[src/rtl/sec_bus_bridge_pkg.sv]
// Shared types and constants for the secondary-bus bridge.
// The control channel and its registers only exist when SEC_BUS_IRQ_EN is defined.
package sec_bus_pkg;

  // Bridge FSM. One access runs IDLE -> ACCESS -> [WAIT] -> DONE -> IDLE.
  typedef enum logic [1:0] {
    ST_IDLE   = 2'd0,
    ST_ACCESS = 2'd1,
    ST_WAIT   = 2'd2,
    ST_DONE   = 2'd3
  } state_t;

  // Channel index of the interrupt control block (Addr[19:16]).
  localparam logic [3:0] CTRL_CH = 4'hF;

  // Control channel register offsets.
  localparam int REG_PEND = 0;
  localparam int REG_EN   = 1;

  // Width of the wait-cycle counter.
  localparam int WAIT_W = 4;

endpackage

[src/rtl/sec_bus_bridge_if.sv]
// Primary-side secondary bus of the bridge.
//
// Handshake: a request is the rising edge of Rd or Wr (a level held high is
// not a new request). The bridge raises Busy on the edge after it accepts the
// request and drops it on the edge that makes SecDataRd valid. Rising edges
// seen while Busy is high are discarded, so the master must wait for Busy low
// and produce a fresh edge for the next access. If Rd and Wr rise together the
// access is a write.
interface sec_bus_if #(
  parameter int DATA_W = 16
);
  logic [23:0]       Addr;
  logic              Rd;
  logic              Wr;
  logic [DATA_W-1:0] DataWr;
  logic [DATA_W-1:0] SecDataRd;
  logic              Busy;

  modport master (
    output Addr, Rd, Wr, DataWr,
    input  SecDataRd, Busy
  );

  modport slave (
    input  Addr, Rd, Wr, DataWr,
    output SecDataRd, Busy
  );
endinterface

[src/rtl/sec_irq_ctrl.sv]
// Interrupt aggregation for the bridge control channel (SEC_BUS_IRQ_EN builds).
// Rising ChIrq edges set pending bits, writing 1 to the pending register
// clears them (a new edge in the same cycle wins), and IReq is the registered
// OR of pending & enable.
module sec_irq_ctrl
  import sec_bus_pkg::*;
#(
  parameter int NUM_CH    = 4,
  parameter int DATA_W    = 16,
  parameter int CH_ADDR_W = 8
) (
  input  logic                 clk,
  input  logic                 rst_n,
  input  logic [NUM_CH-1:0]    irq,
  input  logic                 wr,
  input  logic [CH_ADDR_W-1:0] offset,
  input  logic [DATA_W-1:0]    wr_data,
  output logic [DATA_W-1:0]    rd_data,
  output logic                 ireq
);

  logic [NUM_CH-1:0] irq_prev;
  logic [NUM_CH-1:0] pend;
  logic [NUM_CH-1:0] en;
  logic [NUM_CH-1:0] irq_rise;
  logic [NUM_CH-1:0] pend_clr;
  logic              sel_pend;
  logic              sel_en;
  logic              unused_wr_data;

  assign sel_pend       = (offset == CH_ADDR_W'(REG_PEND));
  assign sel_en         = (offset == CH_ADDR_W'(REG_EN));
  assign irq_rise       = irq & ~irq_prev;
  assign pend_clr       = (wr && sel_pend) ? wr_data[NUM_CH-1:0] : '0;
  assign unused_wr_data = ^wr_data;

  // Edge history, pending/enable registers and the registered request.
  always_ff @(posedge clk or negedge rst_n) begin
    if (!rst_n) begin
      irq_prev <= '0;
      pend     <= '0;
      en       <= '0;
      ireq     <= 1'b0;
    end else begin
      irq_prev <= irq;
      pend     <= (pend & ~pend_clr) | irq_rise;
      if (wr && sel_en) en <= wr_data[NUM_CH-1:0];
      ireq     <= |(pend & en);
    end
  end

  // Register read-back; unused offsets read as zero.
  always_comb begin
    rd_data = '0;
    if (sel_pend)    rd_data = DATA_W'(pend);
    else if (sel_en) rd_data = DATA_W'(en);
  end

endmodule

[src/rtl/sec_bus_bridge.sv]
// Secondary-bus bridge: decodes Addr[23:16] into one of NUM_CH peripheral
// channels, strobes it for one cycle, waits WAIT_CYC cycles and registers the
// read data to SecDataRd. Define SEC_BUS_IRQ_EN to add the interrupt control
// channel at index 15 and drive IReq; otherwise IReq is 0 and index 15 is
// unmapped.
module sec_bus_bridge
  import sec_bus_pkg::*;
#(
  parameter int                DATA_W    = 16,
  parameter int                NUM_CH    = 4,
  parameter int                CH_ADDR_W = 8,
  parameter int                WAIT_CYC  = 2,
  parameter logic [3:0]        BASE      = 4'h8,
  parameter logic [DATA_W-1:0] UNMAPPED  = '1
) (
  input  logic                     Clk,
  input  logic                     ResetN,
  sec_bus_if.slave                 bus,
  output logic [NUM_CH-1:0]        ChRd,
  output logic [NUM_CH-1:0]        ChWr,
  output logic [CH_ADDR_W-1:0]     ChAddr,
  output logic [DATA_W-1:0]        ChDataWr,
  input  logic [NUM_CH*DATA_W-1:0] ChDataRd,
  input  logic [NUM_CH-1:0]        ChIrq,
  output logic                     IReq,
  output state_t                   dbg_state
);

  state_t              state;
  state_t              state_n;
  logic [WAIT_W-1:0]   cnt;
  logic [WAIT_W-1:0]   cnt_n;

  logic                rd_prev;
  logic                wr_prev;
  logic                req_wr;
  logic                req_rd;
  logic                accept;

  logic [3:0]          idx;
  logic                base_hit;
  logic                dec_map;
  logic                dec_ctrl;
  logic [NUM_CH-1:0]   dec_onehot;

  logic                lat_wr;
  logic                lat_map;
  logic                lat_ctrl;
  logic [3:0]          lat_idx;

  logic [DATA_W-1:0]   rd_sel;
  logic [DATA_W-1:0]   ctrl_rd_data;
  logic                ctrl_wr;
  logic                unused_addr;

  // Request detection: write wins over a simultaneous read edge.
  assign req_wr      = bus.Wr & ~wr_prev;
  assign req_rd      = bus.Rd & ~rd_prev & ~req_wr;
  assign accept      = (state == ST_IDLE) && (req_wr || req_rd);

  // Live decode, latched on accept.
  assign idx         = bus.Addr[19:16];
  assign base_hit    = (bus.Addr[23:20] == BASE);
  assign dec_map     = base_hit && (int'(idx) < NUM_CH);
  assign dec_onehot  = NUM_CH'(1) << idx;
  assign unused_addr = ^bus.Addr[15:0];
  assign dbg_state   = state;

  // Control channel writes take effect in the ACCESS cycle.
  assign ctrl_wr     = (state == ST_ACCESS) && lat_wr && lat_ctrl;

`ifdef SEC_BUS_IRQ_EN
  assign dec_ctrl = base_hit && (idx == CTRL_CH);

  sec_irq_ctrl #(
    .NUM_CH    (NUM_CH),
    .DATA_W    (DATA_W),
    .CH_ADDR_W (CH_ADDR_W)
  ) u_irq_ctrl (
    .clk     (Clk),
    .rst_n   (ResetN),
    .irq     (ChIrq),
    .wr      (ctrl_wr),
    .offset  (ChAddr),
    .wr_data (ChDataWr),
    .rd_data (ctrl_rd_data),
    .ireq    (IReq)
  );
`else
  logic unused_irq;
  assign dec_ctrl     = 1'b0;
  assign ctrl_rd_data = '0;
  assign IReq         = 1'b0;
  assign unused_irq   = ^{ChIrq, ctrl_wr};
`endif

  // Read data of the latched channel.
  always_comb begin
    rd_sel = '0;
    for (int i = 0; i < NUM_CH; i++) begin
      if (lat_idx == 4'(i)) rd_sel = ChDataRd[i*DATA_W +: DATA_W];
    end
  end

  // FSM state and wait counter registers.
  always_ff @(posedge Clk or negedge ResetN) begin
    if (!ResetN) begin
      state <= ST_IDLE;
      cnt   <= '0;
    end else begin
      state <= state_n;
      cnt   <= cnt_n;
    end
  end

  // FSM next state; the control channel skips the wait phase.
  always_comb begin
    state_n = state;
    cnt_n   = cnt;
    case (state)
      ST_IDLE: begin
        if (accept) state_n = ST_ACCESS;
      end
      ST_ACCESS: begin
        cnt_n = '0;
        if (WAIT_CYC == 0 || lat_ctrl) state_n = ST_DONE;
        else                           state_n = ST_WAIT;
      end
      ST_WAIT: begin
        if (cnt == WAIT_W'(WAIT_CYC - 1)) state_n = ST_DONE;
        else                              cnt_n   = cnt + 1'b1;
      end
      ST_DONE: begin
        state_n = ST_IDLE;
      end
      default: begin
        state_n = ST_IDLE;
      end
    endcase
  end

  // Edge history, request latches, registered strobes, Busy and read data.
  always_ff @(posedge Clk or negedge ResetN) begin
    if (!ResetN) begin
      rd_prev       <= 1'b0;
      wr_prev       <= 1'b0;
      lat_wr        <= 1'b0;
      lat_map       <= 1'b0;
      lat_ctrl      <= 1'b0;
      lat_idx       <= '0;
      ChAddr        <= '0;
      ChDataWr      <= '0;
      ChRd          <= '0;
      ChWr          <= '0;
      bus.Busy      <= 1'b0;
      bus.SecDataRd <= '0;
    end else begin
      rd_prev  <= bus.Rd;
      wr_prev  <= bus.Wr;
      bus.Busy <= (state_n != ST_IDLE);
      ChRd     <= '0;
      ChWr     <= '0;
      if (accept) begin
        lat_wr   <= req_wr;
        lat_map  <= dec_map;
        lat_ctrl <= dec_ctrl;
        lat_idx  <= idx;
        ChAddr   <= bus.Addr[CH_ADDR_W-1:0];
        ChDataWr <= bus.DataWr;
        if (dec_map) begin
          if (req_wr) ChWr <= dec_onehot;
          else        ChRd <= dec_onehot;
        end
      end
      if (state == ST_DONE && !lat_wr) begin
        if (lat_ctrl)     bus.SecDataRd <= ctrl_rd_data;
        else if (lat_map) bus.SecDataRd <= rd_sel;
        else              bus.SecDataRd <= UNMAPPED;
      end
    end
  end

endmodule
[src/flat_wrapper.sv]
// flat-port wrapper written by rule: the top's interface ports become plain ports
module sec_bus_bridge_flat import sec_bus_pkg::*;
#(
  parameter int                DATA_W    = 16,
  parameter int                NUM_CH    = 4,
  parameter int                CH_ADDR_W = 8,
  parameter int                WAIT_CYC  = 2,
  parameter logic [3:0]        BASE      = 4'h8,
  parameter logic [DATA_W-1:0] UNMAPPED  = '1
)
  (Clk, ResetN, ChRd, ChWr, ChAddr, ChDataWr, ChDataRd, ChIrq, IReq, dbg_state, bus_Addr, bus_Rd, bus_Wr, bus_DataWr, bus_SecDataRd, bus_Busy);
  sec_bus_if #(.DATA_W(DATA_W)) bus_i ();
  input  logic Clk;
  input  logic ResetN;
  output logic [NUM_CH-1:0] ChRd;
  output logic [NUM_CH-1:0] ChWr;
  output logic [CH_ADDR_W-1:0] ChAddr;
  output logic [DATA_W-1:0] ChDataWr;
  input  logic [NUM_CH*DATA_W-1:0] ChDataRd;
  input  logic [NUM_CH-1:0] ChIrq;
  output logic IReq;
  output state_t dbg_state;
  input wire logic [$bits(bus_i.Addr)-1:0] bus_Addr;
  input wire logic [$bits(bus_i.Rd)-1:0] bus_Rd;
  input wire logic [$bits(bus_i.Wr)-1:0] bus_Wr;
  input wire logic [$bits(bus_i.DataWr)-1:0] bus_DataWr;
  output wire logic [$bits(bus_i.SecDataRd)-1:0] bus_SecDataRd;
  output wire logic [$bits(bus_i.Busy)-1:0] bus_Busy;
  assign bus_i.Addr = bus_Addr;
  assign bus_i.Rd = bus_Rd;
  assign bus_i.Wr = bus_Wr;
  assign bus_i.DataWr = bus_DataWr;
  assign bus_SecDataRd = bus_i.SecDataRd;
  assign bus_Busy = bus_i.Busy;
  sec_bus_bridge #(.DATA_W(DATA_W), .NUM_CH(NUM_CH), .CH_ADDR_W(CH_ADDR_W), .WAIT_CYC(WAIT_CYC), .BASE(BASE), .UNMAPPED(UNMAPPED)) u_core (.Clk(Clk), .ResetN(ResetN), .bus(bus_i), .ChRd(ChRd), .ChWr(ChWr), .ChAddr(ChAddr), .ChDataWr(ChDataWr), .ChDataRd(ChDataRd), .ChIrq(ChIrq), .IReq(IReq), .dbg_state(dbg_state));
endmodule
[config.mk]
export PLATFORM = sky130hd
export DESIGN_NAME = sec_bus_bridge_flat
export DESIGN_NICKNAME = d
export VERILOG_FILES = /design/src/rtl/sec_bus_bridge_pkg.sv /design/src/rtl/sec_bus_bridge_if.sv /design/src/rtl/sec_irq_ctrl.sv /design/src/rtl/sec_bus_bridge.sv /design/src/flat_wrapper.sv
export SDC_FILE = /design/constraint.sdc
export NUM_CORES = 1
export LEC_CHECK = 0
export ABC_AREA = 1
export BUFFER_PORTS_ARGS = -buffer_cell sky130_fd_sc_hd__buf_2
export CAP_MARGIN = 20
export CORE_ASPECT_RATIO = 1.2
export CORE_UTILIZATION = 50
export CTS_BUF_LIST = sky130_fd_sc_hd__clkbuf_4
export CTS_CLUSTER_DIAMETER = 120
export CTS_CLUSTER_SIZE = 12
export DETAILED_ROUTE_END_ITERATION = 8
export HOLD_SLACK_MARGIN = 0.15
export PLACE_DENSITY = 0.88
export SLEW_MARGIN = 20
export SYNTH_ARGS = -nofsm -noshare
export SYNTH_HDL_FRONTEND = slang
export SYNTH_SLANG_ARGS = --single-unit
[constraint.sdc]
create_clock -name Clk -period 3 [get_ports Clk]
set_input_delay 0.6 -clock Clk [delete_from_list [all_inputs] [get_ports Clk]]
set_output_delay 0.6 -clock Clk [all_outputs]
set_load 0.01 [all_outputs]
Word level (Yosys, flattened, before mapping):

Cells that the tools add are included.

* flip-flop bits (word level): 63
* latch bits: 0
* bits in writable memories: 0
* memory bits (read-only): 0
* memories kept: 0

* $add $sub $neg: 1
* multipliers: 0
* divide/modulo/power cells: 0
* order comparisons: 1
* equality and inequality tests: 9
* shift-type cells: 1
* multiplexer cells: 16
* bitwise gates (word level): 6
* reduce and logical (&&, ||, !) cells: 10

Operator list (count)
* 16-bit 2-to-1 mux: 5
* 4-bit 2-to-1 mux: 7
* 4-bit by 1-bit == test with 1-bit output, second input constant: 2
* 4-bit by 2-bit == test with 1-bit output, second input constant: 2
* 2-bit case mux with 4 select lines: 1
* 4-bit case mux with 2 select lines: 1
* 4-bit by 1-bit adder with 4-bit output, second input constant: 1
* 2-bit == test, second input constant: 2
* 4-bit == test, second input constant: 1
* 4-bit zero test: 1
* 4-bit by 3-bit < comparator with 1-bit output, second input constant: 1
* 2-bit 2-to-1 mux: 2
* 2-bit nonzero test: 2
* 1-bit by 4-bit left shift with 4-bit output, first input constant: 1
* 1-bit AND: 3
* 1-bit logical AND: 3
* 1-bit inverter: 3
* 2-bit by 1-bit == test with 1-bit output, second input constant: 1
* 2-bit zero test: 1
* 2-bit inequality test, second input constant: 1
* 2-bit AND reduction: 1
* 1-bit zero test: 1
* 1-bit logical OR: 1

Depth between registers and ports, before layout:

Gate-level depths: netlist of the first run.

* depth after elaboration: 9
* mapped depth: 8
* gate-level depth less buffers: 7

Worst setup path before layout of the first run:

Ideal clock, no wire load.

* path kind: reg-to-reg
* start: reg u_core.state[0], in the netlist u_core.dbg_state[0]
* end: reg u_core.ChAddr[5]
* arrival time: 1397 ps
* required time: 2883 ps
* slack: 1486 ps
* cell stages (with the launch flop): 9
* period minus slack after synthesis: 1514 ps
* cell sequence: dfrtp_1 -> inv_1 -> ha_1 -> nand3_1 -> nand2_2 -> inv_2 -> buf_2 -> nand2_1 -> nand2_1

* cells in the longest elaborated chain, start to end: 2

RTL lines
* from (decl): line sec_bus_bridge.sv:29 `state_t state;`
* from (signal assigned): line sec_bus_bridge.sv:111 `state <= state_n;`
* 2-bit zero test: line sec_bus_bridge.sv:59 `assign accept = (state == ST_IDLE) && (req_wr || req_rd);`
* 1-bit logical AND: line sec_bus_bridge.sv:59
* to (signal assigned): line sec_bus_bridge.sv:168 `ChAddr <= bus.Addr[CH_ADDR_W-1:0];`
* to (decl): line sec_bus_bridge.sv:21 `output logic [CH_ADDR_W-1:0] ChAddr,`

No other way between the ends.
A chain may end at the register's enable or synchronous reset.

Worst setup path in the final report of the first run:

* start: reg u_core.state[0], in the netlist u_core.dbg_state[0]
* end: reg u_core.ChDataWr[14]

* cells in the longest elaborated chain, start to end: 2

RTL lines
* 2-bit zero test: line sec_bus_bridge.sv:59
* 1-bit logical AND: line sec_bus_bridge.sv:59
* to (signal assigned): line sec_bus_bridge.sv:169 `ChDataWr <= bus.DataWr;`
* to (decl): line sec_bus_bridge.sv:22 `output logic [DATA_W-1:0] ChDataWr,`

No other way between the ends.

==> metrics.md, run 1 <==
| Metric | Value |
|---|---|
| H-tree levels | `3` |
| Syn Area/Cell | `7.917 sq um` |
| Final period util | `0.7353` |
| Initial Util | `0.5273` |
| Leak | `2.090 nW` |
| Number of gates resized after CTS | `0` |
| Hold path depth | `1` |
| CP bufs+invs | `2` |
| Leading cell type in the layout, fill and taps excluded | `buf_2` |
| Yosys warns | `0` |
| Syn Inst Count | `385` |
| Worst R2R Setup Slack | `790 ps` |
| Layout cells sized above 1 | `0.3308` |
| Netlist cell types | `20` |
| I/O pin total | `164` |
| F_max | `453.3 MHz` |
| # Post-CTS Setup Buffers | `0` |
| Dominant cell type by area after synthesis | `dfrtp_1` |
| CTS Hold Bufs | `0` |
| CP endpoint kind | `flip-flop` |
| Yosys reg bits | `63` |
| Slew headroom | `0.3987` |
| Avg WL per Cell | `12.19 microns` |
| Setup TNS Final | `0 ps` |
| Max-cap check violation count | `0` |
| Total CTS buffers | `9` |
| Max clock buf depth | `2` |
| Initial antenna violation count | `0` |
| Crit Path Category | `flip-flop to flip-flop` |
| Sum of net half-perimeters after detailed placement | `5.541 mm` |
| Drt initial violations | `218` |
| Skew-Pair Late Insertion Delay | `400 ps` |
| Area Growth Syn to Fin | `29.64%` |
| Final core utilization | `0.6836` |
| Hold path endpoint | `u_core.rd_prev$_DFF_PN0_` |
| Syn Nets | `503` |
| CP required | `3300 ps` |
| Clk_skew | `16.05 ps` |
| Detailed-route DRC error count | `0` |
| Vias | `3060` |
| Worst setup SP type | `flip-flop` |
| Post-Syn Area | `3048 sq um` |
| Vias in the first global route | `2794` |
| Placeable Area | `5781 sq um` |
| Die height | `87.53 microns` |
| Drt first pass iters | `4` |
| Clk root buf | `clkbuf_4` |
| Hold_sp | `bus_Rd` |
| GPL Wtd Cong | `0.8460` |
| Cell mode on critical path | `nand2_1` |
| Layout net count | `648` |
| RR Endpoint | `u_core.ChDataWr[14]$_DFFE_PN0P_` |
| Peak VDD IR | `0.4599 mV` |
| Minimum clock period | `2206 ps` |
| Largest cells by area after synthesis | `dfrtp_1 (52%), nand3_1 (14%), nand2_1 (13%)` |
| Tightest Pin Transition | `899.9 ps` |
| Number of I/O port buffers | `150` |
| Final-report max-slew violation count | `0` |
| Worst Path Arrival | `2500 ps` |
| Reg-to-Reg Start | `u_core.dbg_state[0]$_DFF_PN0_` |
| Drt via density | `4.976` |
| Worst-path fanout max | `36` |
| Min-delay worst type | `primary input to flip-flop` |
| Die area | `6414 sq um` |
| Clk sink count | `63` |
| Ant. Diodes | `0` |
| Pre-CTS setup slack | `785.1 ps` |
| GR Util All Layers | `0.2435` |
| Area fraction of the dominant cell type after synthesis | `0.5172` |
| Antenna viol nets, final | `0` |
| Sequential share of the synthesized area | `0.5172` |
| Global-route wire length before repair | `11.81 mm` |
| RSZ-0062 raised after global routing | `no` |
| Crit path largest cell delay | `550 ps` |
| Cell count of the worst reg-to-reg path | `7` |
| Clock transition at path regs | `110 ps` |
| Final setup violation count | `0` |
| Power Density | `879.5 nW/um^2` |
| Highest-delay cell along the critical path | `nand2_2` |
| Fin. Hold Viols | `0` |
| Row count | `30` |
| Cell Chain, Critical Path | `inv_1, ha_1, nand3_1, nand2_2, inv_2, nand2_1, nand2_1` |
| Fin Hold WS | `327.7 ps` |
| TritonCTS clock tree | `done` |
| Die span in x | `73.28 microns` |
| Delay-heaviest family, CP | `simple AND/OR/NAND/NOR gates` |
| Grt total ovfl | `0` |
| Final worst slack | `794.2 ps` |
| Pin count of the biggest net entering global routing | `64` |
| Final wirelength | `7.498 mm` |
| Outcome | `complete, no violations` |
| Commonest non-fill, non-tap cells in the layout | `buf_2 (150), nand2_1 (107), nand3_1 (83)` |
[registers in the layout (all words and copies together), names as in the netlist]
signal                count
u_core.ChAddr             8
u_core.ChDataWr          16
u_core.ChRd               4
u_core.ChWr               4
u_core.bus.Busy           1
u_core.bus.SecDataRd     16
u_core.cnt                4
u_core.dbg_state          2
u_core.lat_idx            4
u_core.lat_map            1
u_core.lat_wr             1
u_core.rd_prev            1
u_core.wr_prev            1
[area by class of cell]
| cell class | instances | area [sq um] |
|---|---|---|
| fill | 517 | 1829 |
| multi-input combinational | 286 | 1303 |
| timing repair buffer | 152 | 765.7 |
| clock buffer | 9 | 67.56 |
| inverter | 18 | 67.56 |
| sequential | 63 | 1577 |
| tap | 80 | 100.1 |
| clock inverter | 7 | 71.32 |
[metal layers]
layer	up-vias	global-route usage	share of wire
met5	-	0	0
met4	0	0.1337	0.018
met3	15	0.05409	0.071
met2	113	0.4259	0.50
met1	1400	0.2742	0.42
li1	1532	-	-
[cells in the mapped netlist (all sizes together)]
cell type	number
a21oi	1
nor2	68
conb	1
nand3b	2
xor2	2
ha	6
dfrtp	63
o21ai	10
inv	18
clkbuf	1
buf	17
nor3	1
nand4	4
nand3	83
nand2	108
[power breakdown]
part	internal, mW	switching (mW)
clock network	0.254	0.314
logic	0.548	0.996
registers	1.17	0.192
[kinds of logic after synthesis]
group           share of synthesized area
buf+inv                           0.05542
other cells                      0.001230
flops                              0.5172
fa+ha+maj                         0.02463
simple gates                       0.3777
xor+xnor                         0.005748
compound gates                    0.01806
[worst max path at each step]
stage	depth (start not counted)	slack, ps	from	endpoint
final	7	790	u_core.dbg_state[0]$_DFF_PN0_	u_core.ChDataWr[14]$_DFFE_PN0P_
after detailed placement	7	790	u_core.dbg_state[0]$_DFF_PN0_	u_core.ChDataWr[8]$_DFFE_PN0P_
after floorplan	8	1490	u_core.dbg_state[0]$_DFF_PN0_	u_core.ChAddr[5]$_DFFE_PN0P_
after global placement	7	870	u_core.dbg_state[0]$_DFF_PN0_	u_core.lat_idx[2]$_DFFE_PN0P_
after CTS	7	760	u_core.dbg_state[0]$_DFF_PN0_	u_core.ChAddr[4]$_DFFE_PN0P_
after global routing	7	510	u_core.dbg_state[0]$_DFF_PN0_	u_core.ChDataWr[14]$_DFFE_PN0P_
[worst register-to-register path: stages, from the launching register on]
cell,delay (ps)
dfrtp_1,450
inv_1,110
ha_1,220
nand3_1,220
nand2_2,550
inv_2,350
nand2_1,150
nand2_1,70
[through the flow]
stage | power [mW] | instance area [sq um] | cells
5_1_grt | 3.750 | 3951 | 615
6_report | 3.475 | 3951 | 615
3_3_place_gp | 2.861 | 3812 | 599
4_1_cts | 3.505 | 3951 | 615
2_1_floorplan | 2.414 | 3048 | 385
3_5_place_dp | 2.934 | 3812 | 599
Power figures use the tool's default switching activity.
==> run 2: changes to the inputs <==
--- a/config.mk
+++ b/config.mk
@@ -5,17 +5,17 @@
 export SDC_FILE = /design/constraint.sdc
 export NUM_CORES = 1
 export LEC_CHECK = 0
-export ABC_AREA = 1
+export ABC_AREA = 0
 export BUFFER_PORTS_ARGS = -buffer_cell sky130_fd_sc_hd__buf_2
 export CAP_MARGIN = 20
 export CORE_ASPECT_RATIO = 1.2
-export CORE_UTILIZATION = 50
+export CORE_UTILIZATION = 46
 export CTS_BUF_LIST = sky130_fd_sc_hd__clkbuf_4
 export CTS_CLUSTER_DIAMETER = 120
 export CTS_CLUSTER_SIZE = 12
 export DETAILED_ROUTE_END_ITERATION = 8
 export HOLD_SLACK_MARGIN = 0.15
-export PLACE_DENSITY = 0.88
+export PLACE_DENSITY = 0.82
 export SLEW_MARGIN = 20
 export SYNTH_ARGS = -nofsm -noshare
 export SYNTH_HDL_FRONTEND = slang
==> constraint.sdc (replaced) <==
create_clock -name Clk -period 2.25 [get_ports Clk]
set_input_delay 0.45 -clock Clk [delete_from_list [all_inputs] [get_ports Clk]]
set_output_delay 0.45 -clock Clk [all_outputs]
set_load 0.01 [all_outputs]
==> metrics.md, run 2 <==
| Metric | Value |
|---|---|
| Max clock buf depth | `2` |
| Global-route wire length before repair | `11.72 mm` |
| Sequential share of the synthesized area | `0.5204` |
| Clk_skew | `14.45 ps` |
| Multi-input gate area | `1289 sq um` |
| Syn Nets | `395` |
| Crit Path Category | `primary input to flip-flop` |
| # Post-CTS Setup Buffers | `0` |
| Clock transition at path regs | `90 ps` |
| GR Util All Layers | `0.2204` |
| Yosys reg bits | `63` |
| CP endpoint kind | `flip-flop` |
| Final setup violation count | `0` |
| Post-DP Area | `3860 sq um` |
| Detailed-route DRC error count | `0` |
| Final period util | `0.8955` |
| Setup TNS Final | `0 ps` |
| Final worst slack | `235.2 ps` |
| Pre-CTS setup slack | `387.4 ps` |
| Most frequent cell after synthesis | `dfrtp_1` |
| Layout net count | `547` |
| Wire length on met1 | `2.779 mm` |
| Yosys warns | `0` |
| Leading cell types by count after synthesis | `dfrtp_1 (63), mux2_2 (38), a21oi_1 (31)` |
| Post-synth EDFFs | `0` |
| Minimum clock period | `2015 ps` |
| Final wirelength | `7.198 mm` |
| F_max | `496.3 MHz` |
| Grt total ovfl | `0` |
| Leak | `1.940 nW` |
| Syn Area/Cell | `10.94 sq um` |
| Number of I/O port buffers | `150` |
| Pin count of the biggest net entering global routing | `41` |
| CP required | `2520 ps` |
| Final-report max-slew violation count | `0` |
| Initial antenna violation count | `0` |
| Ant. Diodes | `0` |
| WL met3 | `512 microns` |
| Met2 wire len | `3.792 mm` |
| Layout cells sized above 1 | `0.4942` |
| Asr flop ratio synth | `1.000` |
| Drt via density | `5.102` |
| Slew headroom | `0.5965` |
| Drt first pass iters | `4` |
| Worst Path Arrival | `2280 ps` |
| TritonCTS clock tree | `done` |
| Row count | `32` |
| Biggest regs | `u_core.ChDataWr (16), u_core.bus.SecDataRd (16), u_core.ChAddr (8)` |
| Die height | `90.90 microns` |
| I/O pin total | `164` |
| Worst-path fanout max | `26` |
| Vias in the first global route | `2744` |
| Initial Util | `0.4729` |
| Syn Inst Count | `277` |
| Fin. Hold Viols | `0` |
| Drt initial violations | `73` |
| Dominant cell type by area after synthesis | `dfrtp_1` |
| Leading cell type in the layout, fill and taps excluded | `buf_2` |
| Min-delay worst type | `primary input to flip-flop` |
| Highest Signal Layer | `met4` |
| Sum of net half-perimeters after detailed placement | `5.533 mm` |
| Area fraction of the dominant cell type after synthesis | `0.5204` |
| Outcome | `complete, no violations` |
| RSZ-0062 raised after global routing | `no` |
| Avg WL per Cell | `13.90 microns` |
| Most used flip-flop cell after synthesis | `dfrtp_1` |
| Placeable Area | `6406 sq um` |
| Filler Cells Inserted | `526` |
| GPL Wtd Cong | `0.7935` |
| Antenna viol nets, final | `0` |
| Clk root buf | `clkbuf_4` |
| Vias | `2643` |
| Total CTS buffers | `9` |
| Worst setup SP type | `primary input` |
| Die span in x | `76.08 microns` |
| Power Density | `1079 nW/um^2` |
| Register area | `1577 sq um` |
| Number of gates resized after CTS | `0` |
| Total power draw | `4.343 mW` |
| Netlist cell types | `34` |
| Max-cap check violation count | `0` |
| Commonest non-fill, non-tap cells in the layout | `buf_2 (150), dfrtp_1 (63), mux2_2 (38)` |
| Peak VDD IR | `0.6268 mV` |
| Tightest Pin Transition | `603.9 ps` |
| Die area | `6915 sq um` |
| H-tree levels | `3` |
| Post-route cell area | `4024 sq um` |
| Largest cells by area after synthesis | `dfrtp_1 (52%), mux2_2 (14%), a21oi_1 (5.1%)` |
| Post-Syn Area | `3029 sq um` |
| Area Growth Syn to Fin | `32.84%` |
| Skew-Pair Late Insertion Delay | `380 ps` |
| Clk sink count | `63` |
run 2: area by class of cell:
type,count,share of cell area
clock inverters,5,0.01461
flip-flops and latches,63,0.3918
multi-input cells,178,0.3203
inverters,18,0.01679
clock buffers,10,0.01866
repair buffers,159,0.2114
well taps,85,0.02643
run 2: per-layer routing:
metal	global-route usage	vias up
met4	0.08654	0
met3	0.06667	11
met2	0.4212	116
li1	-	1280
met5	0	-
met1	0.2201	1236
run 2: timing repair:
item	4_1_cts	5_1_grt
setup endpoints to repair	0	0
hold endpoints to repair	24	1
hold buffers	2	1
run 2: cell families after synthesis:
| logic type | after synthesis | share of synthesized area |
|---|---|---|
| compound gates | 73 | 0.1421 |
| xor+xnor | 1 | 0.002892 |
| fa+ha+maj | 6 | 0.02478 |
| buf+inv | 36 | 0.05411 |
| flops | 63 | 0.5204 |
| mux | 44 | 0.1619 |
| other cells | 1 | 0.001238 |
| simple gates | 53 | 0.09252 |
run 2: path summary, 6_finish.rpt:
path,end,start,cells after the start,slack (ps)
worst max register to register,u_core.bus.SecDataRd[4]$_DFFE_PN0P_,u_core.lat_idx[3]$_DFFE_PN0P_,5,540
worst max-delay path,u_core.ChDataWr[3]$_DFFE_PN0P_,bus_Wr,6,240
max in group asynchronous,u_core.ChDataWr[5]$_DFFE_PN0P_,ResetN,3,1070
worst min-delay path,u_core.ChDataWr[14]$_DFFE_PN0P_,bus_DataWr[14],2,280
min in group asynchronous,u_core.bus.SecDataRd[6]$_DFFE_PN0P_,ResetN,2,570
worst min register to register,u_core.lat_map$_DFFE_PN0P_,u_core.lat_map$_DFFE_PN0P_,2,490
run 2: power by group:
group          internal, mW  switching [mW]  total [mW]
combinational         0.896           0.946        1.84
clock                 0.347           0.396       0.743
sequential             1.50           0.263        1.76
total                  2.74            1.60        4.34
run 2: critical path, stage by stage:
cell,delay [ps]
dlygate4sd3_1,540
buf_2,130
nor2b_1,190
o21ai_2,380
buf_12,240
mux2_2,350
run 2: per-stage QoR:
stage / cells / hold slack (ps) / util
after global routing: 518 / 236.5 / 0.6281
after floorplan: 277 / 154.4 / -
after global placement: 500 / 462.6 / 0.6025
after detailed placement: 500 / 472.5 / 0.6025
final: 518 / 280.4 / 0.6281
after CTS: 517 / 152.4 / 0.6266
